### src/rtl/pipe_stage_reg_pkg.sv
// rtl/pipe_stage_reg_pkg.sv - shared pipeline types and per-stage payload widths
package pipe_stage_reg_pkg;

    // Stage occupancy: nothing held, main entry held, main and skid entries held
    typedef enum logic [1:0] {
        EMPTY    = 2'd0,
        FULL     = 2'd1,
        SKIDFULL = 2'd2
    } pipe_state_t;

    // Packed payload widths carried between the RISC-V pipeline stages
    localparam int IF_ID_W  = 64;
    localparam int ID_EX_W  = 160;
    localparam int EX_MEM_W = 112;
    localparam int MEM_WB_W = 72;

    // True when the main entry holds a payload for the downstream stage
    function automatic logic holds_payload(input pipe_state_t s);
        return s != EMPTY;
    endfunction

endpackage

### src/rtl/data_reg_en.sv
// rtl/data_reg_en.sv - N-bit enable register with async reset and synchronous clear
module data_reg_en #(
    parameter int           N           = 32,
    parameter logic [N-1:0] START_VALUE = '0
) (
    input  logic         clk,
    input  logic         reset,
    input  logic         clr,
    input  logic         en,
    input  logic [N-1:0] d,
    output logic [N-1:0] q
);

    // Clear beats load so a flush always returns the entry to its start value
    always_ff @(posedge clk or negedge reset) begin
        if (!reset) begin
            q <= START_VALUE;
        end else if (clr) begin
            q <= START_VALUE;
        end else if (en) begin
            q <= d;
        end
    end

endmodule

### src/rtl/pipe_stage_reg.sv
// rtl/pipe_stage_reg.sv - valid/ready pipeline stage with flush and optional skid entry
module pipe_stage_reg
    import pipe_stage_reg_pkg::*;
#(
    parameter int           N           = 32,
    parameter logic [N-1:0] START_VALUE = '0,
    parameter bit           SKID        = 1'b1
) (
    input  logic         clk,
    input  logic         reset,
    input  logic         flush,
    input  logic         in_valid,
    output logic         in_ready,
    input  logic [N-1:0] in_data,
    output logic         out_valid,
    input  logic         out_ready,
    output logic [N-1:0] out_data
);

    pipe_state_t  state;
    pipe_state_t  state_nxt;
    logic         in_ready_q;
    logic         in_fire;
    logic         out_fire;
    logic         load_main;
    logic         load_skid;
    logic         main_from_skid;
    logic [N-1:0] main_d;
    logic [N-1:0] skid_data;
    logic         skid_valid;

    // State register; in_ready_q looks ahead so it is low exactly while SKIDFULL
    always_ff @(posedge clk or negedge reset) begin
        if (!reset) begin
            state      <= EMPTY;
            in_ready_q <= 1'b1;
        end else if (flush) begin
            state      <= EMPTY;
            in_ready_q <= 1'b1;
        end else begin
            state      <= state_nxt;
            in_ready_q <= (state_nxt != SKIDFULL);
        end
    end

    // Next-state and entry-load decisions from the handshake outcome
    always_comb begin
        state_nxt      = state;
        load_main      = 1'b0;
        load_skid      = 1'b0;
        main_from_skid = 1'b0;
        case (state)
            EMPTY: begin
                if (in_fire) begin
                    state_nxt = FULL;
                    load_main = 1'b1;
                end
            end
            FULL: begin
                if (in_fire && out_fire) begin
                    load_main = 1'b1;
                end else if (in_fire) begin
                    // Only reachable with a skid entry: park the younger payload
                    if (SKID) begin
                        state_nxt = SKIDFULL;
                        load_skid = 1'b1;
                    end
                end else if (out_fire) begin
                    state_nxt = EMPTY;
                end
            end
            SKIDFULL: begin
                if (out_fire) begin
                    state_nxt      = FULL;
                    load_main      = 1'b1;
                    main_from_skid = 1'b1;
                end
            end
            default: state_nxt = EMPTY;
        endcase
    end

    // Handshake outputs; without a skid entry ready is the classic combinational form
    always_comb begin
        out_valid  = holds_payload(state);
        skid_valid = (state == SKIDFULL);
        in_ready   = SKID ? in_ready_q : (!out_valid || out_ready);
        in_fire    = in_valid && in_ready;
        out_fire   = out_valid && out_ready;
        main_d     = main_from_skid ? skid_data : in_data;
    end

    data_reg_en #(
        .N           (N),
        .START_VALUE (START_VALUE)
    ) u_main (
        .clk   (clk),
        .reset (reset),
        .clr   (flush),
        .en    (load_main),
        .d     (main_d),
        .q     (out_data)
    );

    data_reg_en #(
        .N           (N),
        .START_VALUE (START_VALUE)
    ) u_skid (
        .clk   (clk),
        .reset (reset),
        .clr   (flush),
        .en    (load_skid && !skid_valid),
        .d     (in_data),
        .q     (skid_data)
    );

endmodule
### config.mk
export PLATFORM = sky130hd
export DESIGN_NAME = pipe_stage_reg
export DESIGN_NICKNAME = d
export VERILOG_FILES = /design/src/rtl/pipe_stage_reg_pkg.sv /design/src/rtl/data_reg_en.sv /design/src/rtl/pipe_stage_reg.sv
export SDC_FILE = /design/constraint.sdc
export NUM_CORES = 1
export LEC_CHECK = 0
export CAP_MARGIN = 25
export CORE_MARGIN = 8
export CORE_UTILIZATION = 53
export DETAILED_ROUTE_END_ITERATION = 12
export PLACE_DENSITY = 0.83
export SLEW_MARGIN = 20
export SYNTH_ARGS = -nofsm -noshare
export SYNTH_HDL_FRONTEND = slang
export SYNTH_SLANG_ARGS = --single-unit
### constraint.sdc
create_clock -name clk -period 2.6 [get_ports clk]
set_clock_uncertainty 0.1 [all_clocks]
set_input_delay 0.52 -clock clk [delete_from_list [all_inputs] [get_ports clk]]
set_output_delay 0.52 -clock clk [all_outputs]
set_load 0.01 [all_outputs]
==> results.md <==
* Site Rows at 26
* Simple-Gate Fraction of Synth Area at 3.707%
* Post-synthesis sequential area ratio at 58.48%
* Share of flip-flops with an asynchronous set or reset at 100.0%
* Main combinational cell family by area after synthesis: compound AO/OA/AOI/OAI gates
* Hold_buf cts at 0
* Avg Inst Size Synth at 14.64 µm²
* Chip width at 89.58 µm
* DR WL/cell at 19.36 µm
* Xor and xnor fraction of the mapped netlist area at 0.3053%
* Primary FF master, synth: dfrtp_1
* Antenna fix cells at 0
* Die height at 89.58 µm
* Fmax achieved at 455.0 MHz
* Tot GR Track Use at 18.27%
* Most frequent cells after synthesis: dfrtp_1, mux2i_1, o2bb2ai_1, a22o_2, a22o_1
* Synth Area in Adders at 0%
* Max FO, Critical Path at 17
* Worst-margin pin slew at 878.0 ps
* Clk pin slew, worst setup/hold paths at 90 ps
* CP endpoint kind: flip-flop
* Die area at 0.008024 mm²
* Root Buffer: clkbuf_8
* Syn_nets at 233
* Fin crit share at 84.53%
* Yosys reg bits at 67
* CTS tree: yes
* Routed Antenna Nets at 0
* Synth warn at 0
* Syn-to-layout area delta at 32.80%
* Initial Utilization at 55.47%
* Worst VDD drop at 0.3307 mV
* Gp weighted congestion at 0.7564
* Top-area cell type share of the netlist area at 57.57%
* Status: completed
* Number of flops mapped to enable cells by yosys at 0
* Hold Slack at 21.81 ps
* CP arrival at 2370 ps
* Slew margin rel. at 41.46%
* HPWL Detailed at 4.475 mm
* Vias at 1996
* Clock Path Buffers at 2
* IO Count at 71
* Number of CTS-inserted buffers at 9
* Critical R2R Launch: state[0]$_DFF_PN0_
* Core ar. at 0.005172 mm²
* H-tree level count at 3
* Largest net degree at the start of global routing at 34
* Power Dens Cells at 607.9 mW/mm²
* Crit path time final at 2198 ps
* Flop2flop setup slack at 700 ps
* Final Non-Filler Cells at 344
* # Post-CTS Setup Buffers at 0
* Routed wire length at 6.661 mm
* Yosys cell types at 24
* First-pass iteration count of the detailed router at 4
* R2r endpoint: u_skid.q[2]$_DFFE_PN0P_
* Critical path class: input port to flip-flop
* Post-synthesis compound-gate area fraction at 21.54%
* First-iteration detailed-routing DRC count at 92
* Fin. Hold Viols at 0
* Antenna violations before repair at 0
* Cell count after placement at 328
* Post-cts sizing count at 0
* Netlist Area Pre-Place at 0.002869 mm²
* Fraction of layout cells with a size suffix above 1 at 20.07%
* Multiplexer area fraction after synthesis at 11.51%
* R2R cell count at 4
* Ranking of synthesized cells by area: dfrtp_1, mux2i_1, o2bb2ai_1
* Cell with the most instances after synthesis: dfrtp_1
* CTS Sinks at 67
* First-pass GRT wire length at 10.97 mm
* Synth area leader: dfrtp_1
* Worst Hold Class: input port to async pin
* Final setup fails at 0
* Worst EP required at 2770 ps
* RSZ-0062 raised after global routing: false
* Vias in the first global route at 2188
* Type of origin of the critical path: input port
* Cells after Synth at 196
* Max Cap Viol at 0
* Final Max Slew Viols at 0
* DRC at 0
* Grt ovf at 0
* Leak Pwr at 1.869 nW
* Setup TNS at 0 ps
* Average vias per placed instance at 5.802
* Worst-skew pair later-pin latency at 340 ps
* # nets final at 306
* PortBufs at 70
-- cell families after synthesis --
kind of cell           count (synthesis)
buffers and inverters                 16
AO/OA/AOI/OAI                         67
multiplexers                          33
flip-flops                            67
XOR/XNOR                               1
AND/OR/NAND/NOR                       12
-- critical path: stages --
cell	delay [ps]
clkdlybuf4s50_1	520
and2b_4	230
a21oi_2	700
buf_12	230
a22o_2	150
-- through the flow --
| step | power (W) | instance area [µm²] | util (%) | setup WS [ps] |
|---|---|---|---|---|
| 3_5_place_dp | 0.001472 | 3610 | 69.79 | 69.45 |
| 4_1_cts | 0.002340 | 3810 | 73.66 | 388.5 |
| 2_1_floorplan | 0.001274 | 2869 | - | 1073 |
| 5_1_grt | 0.002416 | 3810 | 73.66 | 298.9 |
| 6_report | 0.002316 | 3810 | 73.66 | 402.1 |
| 3_3_place_gp | 0.001465 | 3610 | 69.79 | 108.2 |
-- state kept, by name (all words and copies together) (netlist names) --
name,flops
u_main.q,32
state,2
in_ready,1
u_skid.q,32
-- how the worst max path moves through the flow --
stage / endpoint / startpoint / slack (ps) / cells past startpoint
after floorplan: u_skid.q[0]$_DFFE_PN0P_ / out_ready / 1070 / 4
after global placement: u_skid.q[2]$_DFFE_PN0P_ / out_ready / 110 / 5
after detailed placement: u_skid.q[10]$_DFFE_PN0P_ / out_ready / 70 / 5
after CTS: out_valid / state[1]$_DFF_PN0_ / 390 / 2
after global routing: u_skid.q[4]$_DFFE_PN0P_ / out_ready / 300 / 5
final: u_skid.q[2]$_DFFE_PN0P_ / out_ready / 400 / 5
-- layer usage --
layer	global-route usage [%]	part of all wire (%)
met4	10.57	2.4
met5	0	0
met1	23.28	46
met2	28.41	48
met3	3.458	4.2
-- power by group --
part / switching (W) / internal, W
Combinational: 0.000149 / 0.000176
Sequential: 0.0000316 / 0.00109
Clock: 0.000417 / 0.000449
-- layout make-up --
cell class | count | area (µm²)
Clock inverter | 7 | 76.32
Multi-Input combinational cell | 113 | 1064
Sequential cell | 67 | 1678
Fill cell | 357 | 1363
Clock buffer | 9 | 123.9
Tap cell | 70 | 87.58
Timing Repair Buffer | 78 | 780.7
-- placed cells by master (no fill, tap or decap), types with 2 or more instances in the layout --
| cell | netlist | routed |
|---|---|---|
| a22o_2 | 20 | 20 |
| nor2_1 | 2 | 2 |
| inv_6 | 0 | 2 |
| clkinvlp_4 | 0 | 2 |
| o2bb2ai_1 | 32 | 32 |
| dfrtp_1 | 66 | 66 |
| clkdlybuf4s50_1 | 0 | 69 |
| buf_12 | 0 | 2 |
| buf_4 | 4 | 6 |
| clkbuf_8 | 0 | 9 |
| a22o_1 | 12 | 12 |
| mux2i_1 | 33 | 33 |
No activity file was read; power rests on OpenSTA's default activity.
